[src/rtl/cartoon_avm_bridge.sv]
// Single-outstanding Avalon-MM master bridge between the cartoonifier core and the bus.
// Optional response-wait hang protection is enabled by defining CARTOON_AVM_TIMEOUT_EN.
module cartoon_avm_bridge #(
    parameter logic [31:0] BASE_ADDR      = 32'h0000_0000,
    parameter int unsigned TIMEOUT_CYCLES = 1024
) (
    input  logic        clk,
    input  logic        n_rst,
    input  logic        core_read_enable,
    input  logic        core_write_enable,
    input  logic [31:0] core_address,
    input  logic [31:0] core_writedata,
    output logic [31:0] core_readdata,
    output logic        core_readdatavalid,
    output logic        core_writeresponsevalid,
    output logic [31:0] avm_address,
    output logic        avm_read,
    output logic        avm_write,
    output logic [31:0] avm_writedata,
    output logic [3:0]  avm_byteenable,
    input  logic        avm_waitrequest,
    input  logic [31:0] avm_readdata,
    input  logic        avm_readdatavalid,
    input  logic        avm_writeresponsevalid,
    output logic        err
);

    typedef enum logic [2:0] {
        IDLE    = 3'd0,
        RD_REQ  = 3'd1,
        RD_WAIT = 3'd2,
        WR_REQ  = 3'd3,
        WR_WAIT = 3'd4,
        DONE    = 3'd5
    } state_t;

    state_t      state_r;
    state_t      next_state_s;
    logic        rd_done_s;
    logic        wr_done_s;
    logic [31:0] rdata_s;
    logic        err_set_s;
    logic        timeout_hit_s;

`ifdef CARTOON_AVM_TIMEOUT_EN
    localparam logic [15:0] TIMEOUT_LAST_C = 16'(TIMEOUT_CYCLES - 32'd1);
    logic [15:0] wait_cnt_r;

    // Response-wait counter, cleared whenever the bridge is not waiting on the bus
    always_ff @(posedge clk or negedge n_rst) begin
        if (!n_rst) begin
            wait_cnt_r <= 16'd0;
        end else if ((state_r == RD_WAIT) || (state_r == WR_WAIT)) begin
            wait_cnt_r <= wait_cnt_r + 16'd1;
        end else begin
            wait_cnt_r <= 16'd0;
        end
    end

    assign timeout_hit_s = ((state_r == RD_WAIT) || (state_r == WR_WAIT)) &&
                           (wait_cnt_r == TIMEOUT_LAST_C);
`else
    assign timeout_hit_s = 1'b0;
`endif

    // Next-state, completion and error detection
    always_comb begin
        next_state_s = state_r;
        rd_done_s    = 1'b0;
        wr_done_s    = 1'b0;
        rdata_s      = avm_readdata;
        err_set_s    = 1'b0;
        case (state_r)
            IDLE: begin
                if (core_write_enable) begin
                    next_state_s = WR_REQ;
                    err_set_s    = core_read_enable;
                end else if (core_read_enable) begin
                    next_state_s = RD_REQ;
                end else begin
                    next_state_s = IDLE;
                end
                err_set_s = err_set_s | avm_readdatavalid | avm_writeresponsevalid;
            end
            RD_REQ: begin
                if (!avm_waitrequest) begin
                    if (avm_readdatavalid) begin
                        rd_done_s    = 1'b1;
                        next_state_s = DONE;
                    end else begin
                        next_state_s = RD_WAIT;
                    end
                end else begin
                    next_state_s = RD_REQ;
                    err_set_s    = avm_readdatavalid;
                end
                err_set_s = err_set_s | avm_writeresponsevalid;
            end
            RD_WAIT: begin
                if (avm_readdatavalid) begin
                    rd_done_s    = 1'b1;
                    next_state_s = DONE;
                end else if (timeout_hit_s) begin
                    rd_done_s    = 1'b1;
                    rdata_s      = 32'h0000_0000;
                    err_set_s    = 1'b1;
                    next_state_s = DONE;
                end else begin
                    next_state_s = RD_WAIT;
                end
                err_set_s = err_set_s | avm_writeresponsevalid;
            end
            WR_REQ: begin
                if (!avm_waitrequest) begin
                    if (avm_writeresponsevalid) begin
                        wr_done_s    = 1'b1;
                        next_state_s = DONE;
                    end else begin
                        next_state_s = WR_WAIT;
                    end
                end else begin
                    next_state_s = WR_REQ;
                    err_set_s    = avm_writeresponsevalid;
                end
                err_set_s = err_set_s | avm_readdatavalid;
            end
            WR_WAIT: begin
                if (avm_writeresponsevalid) begin
                    wr_done_s    = 1'b1;
                    next_state_s = DONE;
                end else if (timeout_hit_s) begin
                    wr_done_s    = 1'b1;
                    err_set_s    = 1'b1;
                    next_state_s = DONE;
                end else begin
                    next_state_s = WR_WAIT;
                end
                err_set_s = err_set_s | avm_readdatavalid;
            end
            DONE: begin
                next_state_s = IDLE;
                err_set_s    = avm_readdatavalid | avm_writeresponsevalid;
            end
            default: begin
                next_state_s = IDLE;
            end
        endcase
    end

    // State register and registered bus/core outputs; commands follow the next state
    always_ff @(posedge clk or negedge n_rst) begin
        if (!n_rst) begin
            state_r                 <= IDLE;
            avm_read                <= 1'b0;
            avm_write               <= 1'b0;
            avm_address             <= 32'h0000_0000;
            avm_writedata           <= 32'h0000_0000;
            avm_byteenable          <= 4'h0;
            core_readdata           <= 32'h0000_0000;
            core_readdatavalid      <= 1'b0;
            core_writeresponsevalid <= 1'b0;
            err                     <= 1'b0;
        end else begin
            state_r                 <= next_state_s;
            avm_read                <= (next_state_s == RD_REQ);
            avm_write               <= (next_state_s == WR_REQ);
            avm_byteenable          <= 4'hF;
            core_readdatavalid      <= rd_done_s;
            core_writeresponsevalid <= wr_done_s;
            if ((state_r == IDLE) && (next_state_s != IDLE)) begin
                avm_address <= BASE_ADDR + core_address;
            end
            if ((state_r == IDLE) && (next_state_s == WR_REQ)) begin
                avm_writedata <= core_writedata;
            end
            if (rd_done_s) begin
                core_readdata <= rdata_s;
            end
            if (err_set_s) begin
                err <= 1'b1;
            end
        end
    end

endmodule

[config.mk]
export PLATFORM = sky130hd
export DESIGN_NAME = cartoon_avm_bridge
export DESIGN_NICKNAME = d
export VERILOG_FILES = /design/src/rtl/cartoon_avm_bridge.sv
export SDC_FILE = /design/constraint.sdc
export NUM_CORES = 1
export LEC_CHECK = 0
export BUFFER_PORTS_ARGS = -buffer_cell sky130_fd_sc_hd__clkbuf_2
export CAP_MARGIN = 10
export CORE_MARGIN = 4
export CORE_UTILIZATION = 41
export CTS_CLUSTER_SIZE = 10
export DETAILED_ROUTE_END_ITERATION = 16
export MAX_ROUTING_LAYER = met4
export PLACE_DENSITY = 0.75
export SYNTH_ARGS = -nofsm -noshare
export SYNTH_HDL_FRONTEND = slang
export SYNTH_SLANG_ARGS = --single-unit
[constraint.sdc]
create_clock -name clk -period 1.46 [get_ports clk]
set_input_delay 0.073 -clock clk [delete_from_list [all_inputs] [get_ports clk]]
set_output_delay 0.073 -clock clk [all_outputs]
set_load 0.005 [all_outputs]
; Word-level counts from Yosys, hierarchy flattened
; Index checks and enable logic that the tools add are counted.
[totals]
register_bits = 105
input_bits = 103
out_inout_bits = 105
wordCells = 50
[classes]
eq_ne = 7
mux = 22
n_bitwise = 7
n_reduce_logical = 4
[ops]
columns = operator, n
row1 = 3-bit one-hot mux with 5 select lines, 1
row2 = 1-bit two-way mux, 14
row3 = "3-bit by 2-bit == test with 1-bit output, second input constant", 3
row4 = 3-bit two-way mux, 3
row5 = 1-bit bitwise OR, 7
row6 = "3-bit by 1-bit == test with 1-bit output, second input constant", 2
row7 = "3-bit == test, second input constant", 2
row8 = 1-bit one-hot mux with 6 select lines, 1
row9 = 1-bit one-hot mux with 2 select lines, 2
row10 = 3-bit zero test, 1
row11 = 3-bit nonzero test, 1
row12 = 1-bit logical AND, 2
row13 = 2-bit two-way mux, 1

; Depth between registers and ports, before layout
; Gate-level depths: netlist (run 1).
[logic_depth]
word_depth = 5
ltp_mapped = 5
depth_no_buf = 4

; Least setup slack after synthesis (run 1)
; OpenSTA, ideal clock, no wires.
[synth_timing]
kind = reg-to-reg
from = reg state_r[1]
to = reg avm_writedata[10]
setup_ns = 0.125
arrival_ns = 1.471
required_time_ns = 1.335
path_slack_ns = -0.136
stages_incl_launch_ff = 5
path_buffers = 2
synth_period_minus_slack_ns = 1.596
cell_sequence = dfrtp_1 buf_4 nor4b_4 buf_4 mux2_2
[synth_between]
elab_chain_len = 4
elab_cells_between_ends = 8
cone_classes = 5 x eq/ne / 1 x mux / 2 x reduce/logical
[synth_rtl]
columns = element, line_no
row1 = "start, declared", 37  ; state_t state_r;
row2 = "start signal, assigned", 164  ; state_r <= next_state_s;
row3 = "3-bit == test, or another cell as far along", 73  ; case (state_r)
row4 = 3-bit one-hot mux with 5 select lines, 73
row5 = 3-bit by 2-bit == test with 1-bit output, 173  ; if ((state_r == IDLE) && (next_state_s == WR_REQ)) begin
row6 = 1-bit logical AND (*), 173
row7 = "end signal, assigned", 174  ; avm_writedata <= core_writedata;
row8 = "end, declared", 19  ; output logic [31:0] avm_writedata,
; Mark *: on every way between the ends. The rest lies on a longest branch, timed or not.
; A chain may end at the register's enable or synchronous reset.

; Worst setup path in the final report (run 1)
[layout_timing]
from = reg state_r[0]
to = reg core_readdata[15]
[layout_between]
elab_chain_len = 2
elab_cells_between_ends = 3
cone_classes = 2 x eq/ne / 1 x mux
[layout_rtl]
columns = element, line_no
row1 = 3-bit by 2-bit == test with 1-bit output / 3-bit by 1-bit == test with 1-bit output (equally long branches), 73
row2 = 1-bit one-hot mux with 2 select lines (*), 73
row3 = "end signal, assigned", 177  ; core_readdata <= rdata_s;
row4 = "end, declared", 13  ; output logic [31:0] core_readdata,
; Marked as above.

==> impl_metrics.ini, run 1 <==
[drt]
detailedRoute.firstPassIterationCount = 4
routed_wl_um = 13200
drt.antenna.violating_nets = 0
routed-via-count = 3454
post_detailed_route_via_to_cell_ratio = 4.74
wl_cell_um = 18.2
drt_iter0_markers = 157
route.detailed.drc = 0

[timing]
setup_viols_final = 95
fin_crit_ns = 1.58
finalClockSkew_ns = 0.0123
grt_setup_unrepaired = yes
timing_max_transition_violations_final = 0
max_freq_mhz = 634
final_report_hold_violation_count = 0
finalCritPeriodShare_pct = 108
whs_ns = 0.0753
worst_slack_ns = -0.118
setup-tns-final_ns = -7.92

[cells_and_area]
area.growth.synth_to_final_pct = 67.3
utilization_pct = 71.6
final_cell_area_mm2 = 0.00709
layout-drive-gt1-share_pct = 60.1
n_antenna_cell = 0
fin_nets = 694
regArea_mm2 = 0.00263
area_used_by_multi_input_combinational_logic_mm2 = 0.00169
layout.cells.non_filler = 729
layout.filler_cells = 652

[floorplanning]
fp.coreArea_mm2 = 0.00991
die_area_mm2 = 0.0120
die_width_um = 110
height_of_the_die_um = 110
design.portCount = 208
starting_density_of_the_core_pct = 42.8
row_count = 36

[setup_path]
path_buf_inv = 2
path_max_fanout = 18
crit_type = reg -> reg
critPathSlowestCell = dfrtp_2
worst_ep_required_time_ns = 1.70
worst_setup_path_end_kind = register
cp_cell_sequence = buf_4 -> nand2b_1 -> o21ai_2 -> nand3b_4 -> buf_12 -> mux2_4
critPathArrivalTime_ns = 1.82
cp_top_family = flip-flops
timing.critical_path.slowest_cell_delay_ns = 0.46
timing.critical_path.from_type = register

[power]
p_per_area_mw_per_mm2 = 1930
combPwrFrac_pct = 48.9
seq_power_share_pct = 38.8
p_leak_nw = 3.64
switching_fraction_of_total_power_pct = 32.4
internal_power_mw = 9.25
total_switching_power_mw = 4.44
total_power_mw = 13.7
clockPowerShare_pct = 12.2
ir_drop_mv = 1.03

[place]
dpl_worst_slack_ns = -0.163
detailedPlacementHpwl_um = 7740
gp_routability_congestion = 0.776
place.port_buffers = 207
postPlaceCellArea_mm2 = 0.00555
placed_cells = 604

[clock_tree]
cts_htree_levels = 3
ctsRootBufferMaster = clkbuf_8
clock_latency_ns = 0.35
cts.sink_count = 105
ctsLongestPathBuffers = 2
cts.reportedPaths.clkPinSlew_ns = 0.11
cts_tree = done
cts_buffers = 9

[run_status]
outcome = finished, violations left
violations_in_the_final_reports = negative setup slack

[logic_synthesis]
ys_ff_latch = 105
syn_inst = 260
ys_types = 33
ys_dominant_reg_cell = dfrtp_1
average_size_of_a_mapped_cell_um2 = 16.3
nets_in_the_synthesized_netlist = 363
ys_seq_area_share_pct = 62.0
synth_enable_flop_cells = 0
async_reset_ff_share_pct = 100
yosys_warning_count = 0
synth.cell_area_mm2 = 0.00424

[grt]
grt_first_pass_wirelength_um = 18100
gr-usage-all-layers_pct = 20.1
grt_remaining_overflow = 0
grt_max_degree = 50
antenna_found_initial = 0
number_of_global_route_vias_before_repair = 3761

[flow_run]
drv_cap = 0

[hold_path]
holdCritPathClass = in -> async
[cells by family (layout without fill, tap and decap cells)]
kind of cell | count (synthesis) | in the layout | share of synthesized area (%)
multiplexers | 96 | 96 | 28.1
AO/OA/AOI/OAI | 17 | 17 | 2.92
flip-flops | 105 | 105 | 62.0
AND/OR/NAND/NOR | 23 | 23 | 4.04
buffers and inverters | 18 | 354 | 2.89
other | 1 | 1 | 0.0885
[sequential cells by signal, indices dropped and copies added, names as in the netlist]
signal / cells
core_writeresponsevalid: 1
avm_address: 32
avm_byteenable: 1
err: 1
avm_read: 1
avm_writedata: 32
avm_write: 1
state_r: 3
core_readdatavalid: 1
core_readdata: 32
[cell usage in the layout, fill, tap and decap left out, types with 2 or more instances in the layout]
| cell type | netlist | layout |
|---|---|---|
| a21oi_1 | 3 | 3 |
| buf_12 | 0 | 7 |
| buf_4 | 7 | 14 |
| buf_6 | 3 | 8 |
| clkbuf_16 | 0 | 3 |
| clkbuf_2 | 0 | 206 |
| clkbuf_8 | 0 | 9 |
| dfrtp_1 | 105 | 102 |
| dfrtp_2 | 0 | 3 |
| dlygate4sd3_1 | 0 | 98 |
| inv_1 | 2 | 2 |
| inv_6 | 0 | 2 |
| mux2_1 | 4 | 2 |
| mux2_2 | 63 | 17 |
| mux2_4 | 29 | 77 |
| nand2_1 | 5 | 5 |
| nand2b_1 | 4 | 4 |
| nor2_1 | 5 | 5 |
| nor3_1 | 2 | 2 |
| nor4b_4 | 1 | 2 |
| o21ai_0 | 3 | 3 |
[path summary, 6_finish.rpt]
check,from,endpoint,slack [ns],cells after the start
worst max-delay path,state_r[0],core_readdata[15],-0.12,6
worst min-delay path,n_rst,core_readdata[13],0.08,2
worst max register to register,state_r[0],core_readdata[15],-0.12,6
worst min register to register,err,err,0.49,2
max in group asynchronous,n_rst,state_r[1],0.84,3
min in group clk,core_read_enable,state_r[0],0.08,3
[routing by layer]
layer  up-vias  global-route usage (%)  part of all wire [%]
li1       1575                       -                     -
met1      1719                    20.8                    37
met2       131                    38.1                    56
met3        29                    4.05                   4.9
met4         0                    6.06                   2.0
met5         -                       -                     0
[power groups by stage]
| stage | Combinational (mW) | Sequential, mW | Clock, mW |
|---|---|---|---|
| 3_3_place_gp | 5.21 | 5.14 | 0 |
| 5_1_grt | 7.13 | 5.47 | 1.87 |
| 6_report | 6.70 | 5.32 | 1.68 |
| 3_5_place_dp | 5.38 | 5.24 | 0 |
| 4_1_cts | 5.73 | 5.20 | 1.72 |
| 2_1_floorplan | 2.89 | 5.27 | 0 |
[synthesized netlist by cell type, types with 2 or more instances]
| library cell | instances | area share [%] |
|---|---|---|
| dfrtp_1 | 105 | 62 |
| mux2_2 | 63 | 17 |
| mux2_4 | 29 | 10 |
| buf_4 | 7 | 1.2 |
| buf_2 | 5 | 0.59 |
| nand2_1 | 5 | 0.44 |
| nor2_1 | 5 | 0.44 |
| mux2_1 | 4 | 1.1 |
| nand2b_1 | 4 | 0.59 |
| a21oi_1 | 3 | 0.35 |
| buf_6 | 3 | 0.80 |
| o21ai_0 | 3 | 0.35 |
| inv_1 | 2 | 0.18 |
| nor2b_1 | 2 | 0.30 |
| nor3_1 | 2 | 0.24 |
[repair_timing]
| action | CTS | global route |
|---|---|---|
| gates cloned | 1 | 5 |
| buffers inserted | 3 | 3 |
| setup endpoints to repair | 99 | 102 |
| gates resized for setup | 7 | 57 |
| pin swaps | 0 | 2 |
| hold buffers | 98 | 0 |
| hold endpoints to repair | 202 | 0 |
[layout make-up]
| cell class | instances | area share [%] |
|---|---|---|
| clock inverters | 6 | 0.706 |
| repair buffers | 336 | 34.2 |
| multi-input cells | 137 | 23.8 |
| well taps | 133 | 2.35 |
| flip-flops and latches | 105 | 37.1 |
| inverters | 2 | 0.106 |
| clock buffers | 10 | 1.80 |
(Power assumes the default switching activity.)
==> run 2: changes to the inputs <==
- CORE_MARGIN: 4 -> default
- clock period: 1.46 -> 1.4 ns (I/O delays scaled with it)
==> run 2 against run 1 <==
The run still ends with negative setup slack left. Sequential share of layout area down 0.69 points. Combinational power grew 8.4%. Die area is 11% lower. Setup slack got worse by 0.044 ns. Via count increased by 1.2%. Cell area is 1.9% higher. Power up 8.0%. Critical path type unchanged. Largest power group unchanged.
==> impl_metrics.ini, run 2 (synthesis results as in run 1) <==
[timing]
max_freq_mhz = 640
fin_crit_ns = 1.56
setup-tns-final_ns = -12.78
grt_setup_unrepaired = yes
worst_slack_ns = -0.162
setup_viols_final = 99
timing_max_transition_violations_final = 0
final_report_hold_violation_count = 0
finalClockSkew_ns = 0.0172
finalCritPeriodShare_pct = 112
whs_ns = 0.109

[cells_and_area]
layout_common_cells = 206 x clkbuf_2, 102 x dfrtp_1, 98 x dlygate4sd3_1, 93 x mux2_4, 15 x buf_4
layout-drive-gt1-share_pct = 61.0
layout.cells.non_filler = 731
top_regs = avm_address x32, avm_writedata x32, core_readdata x32
mostFrequentLayoutCell = clkbuf_2
fin_nets = 693
area.growth.synth_to_final_pct = 70.5
layout.filler_cells = 633

[setup_path]
worst_ep_required_time_ns = 1.65
crit_type = reg -> reg
worst_setup_path_endpoint = core_readdata[29]
r2r_setup_slack_ns = -0.16
critical_path.reg2reg.endpoint = core_readdata[29]
critPathArrivalTime_ns = 1.81
timing.critical_path.from = state_r[1]
path_max_fanout = 33
timing.critical_path.from_type = register
worst_setup_path_end_kind = register
worstRegToRegCells = 5
rr_startpoint = state_r[1]

[grt]
grt_first_pass_wirelength_um = 19400
grt_max_degree = 51
number_of_global_route_vias_before_repair = 3897
gr-usage-all-layers_pct = 23.8
antenna_found_initial = 3
grt_remaining_overflow = 0

[flow_run]
drv_cap = 0

[floorplanning]
die_width_um = 104
height_of_the_die_um = 104
die_area_mm2 = 0.0107
row_count = 36
fp.coreArea_mm2 = 0.00991
starting_density_of_the_core_pct = 42.8
design.portCount = 208

[clock_tree]
cts.sink_count = 105
cts.reportedPaths.clkPinSlew_ns = 0.12
clock_latency_ns = 0.37
ctsLongestPathBuffers = 2
cts_htree_levels = 3
ctsRootBufferMaster = clkbuf_8
cts_buffers = 9
cts_tree = done

[drt]
wl_cell_um = 17.4
drt.antenna.violating_nets = 0
routed-via-count = 3496
route.detailed.drc = 0
drt_iter0_markers = 123
detailedRoute.firstPassIterationCount = 4
post_detailed_route_via_to_cell_ratio = 4.78
routed_wl_um = 12700

[power]
p_per_area_mw_per_mm2 = 2050
ir_drop_mv = 1.09
p_leak_nw = 3.71

[hold_path]
holdCritPathClass = in -> async

[run_status]
violations_in_the_final_reports = negative setup slack
outcome = finished, violations left

[place]
detailedPlacementHpwl_um = 7230
gp_routability_congestion = 0.806
dpl_worst_slack_ns = -0.198
placed_cells = 602
place.port_buffers = 207
[run 2: cell types whose count changed in the layout (fill, tap and decap cells not counted), moves of 2 or more]
cell / change
mux2_4: +16
mux2_2: -14
buf_6: -4
diode_2: +3
buf_16: +2
mux2_1: -2
[run 2: how the worst min path moves through the flow]
| stage | from | to | slack [ns] | cells past startpoint |
|---|---|---|---|---|
| 2_1_floorplan | n_rst | avm_address[0] | -0.23 | 0 |
| 3_3_place_gp | n_rst | avm_address[24] | -0.02 | 1 |
| 3_5_place_dp | n_rst | avm_address[21] | -0.02 | 1 |
| 4_1_cts | core_read_enable | err | 0.08 | 3 |
| 5_1_grt | n_rst | avm_address[21] | 0.12 | 2 |
| 6_report | n_rst | avm_address[21] | 0.11 | 2 |
[run 2: repair_timing]
action / CTS / global route
gates resized for setup: 22 / 41
setup buffers: 5 / 2
setup endpoints to repair: 100 / 103
hold buffers: 98 / 0
pin swaps: 3 / 2
hold endpoints to repair: 202 / 0
cloned: 3 / 4
[run 2: where the power goes]
| group | internal [mW] | switching, mW | leakage [nW] |
|---|---|---|---|
| Combinational | 4.67 | 2.59 | 2.37 |
| Clock | 0.861 | 1.10 | 0.0999 |
| Sequential | 4.56 | 1.00 | 1.24 |
| Total | 10.1 | 4.69 | 3.71 |
[run 2: area by class of cell]
cell class,count,area (µm²),area share [%]
antenna,3,7.51,0.104
clock buffer,9,124,1.71
clock inverter,7,85.1,1.18
inverter,2,7.51,0.104
multi-input combinational,137,1770,24.5
sequential,105,2630,36.4
tap,133,166,2.30
timing repair buffer,335,2430,33.7
[run 2: layer usage]
| metal | global-route usage (%) | routed length (µm) |
|---|---|---|
| met1 | 25.0 | 4840 |
| met2 | 42.8 | 6930 |
| met5 | - | 0 |
| met3 | 4.22 | 468 |
| met4 | 12.4 | 459 |
[run 2: stage by stage]
step           cell area (µm²)  util [%]  total power [mW]
4_1_cts                   6970      70.3              14.0
3_3_place_gp              5610      56.6              11.0
2_1_floorplan             4360         -              8.83
5_1_grt                   7230      72.9              15.6
3_5_place_dp              5610      56.6              11.3
6_report                  7230      72.9              14.8
[run 2: critical path, cell delays in order, from the launching register on]
cell and delay, ns:
dfrtp_2 0.47, nand2b_1 0.19, o21ai_2 0.16, nand3b_4 0.10
buf_12 0.19, mux2_4 0.32
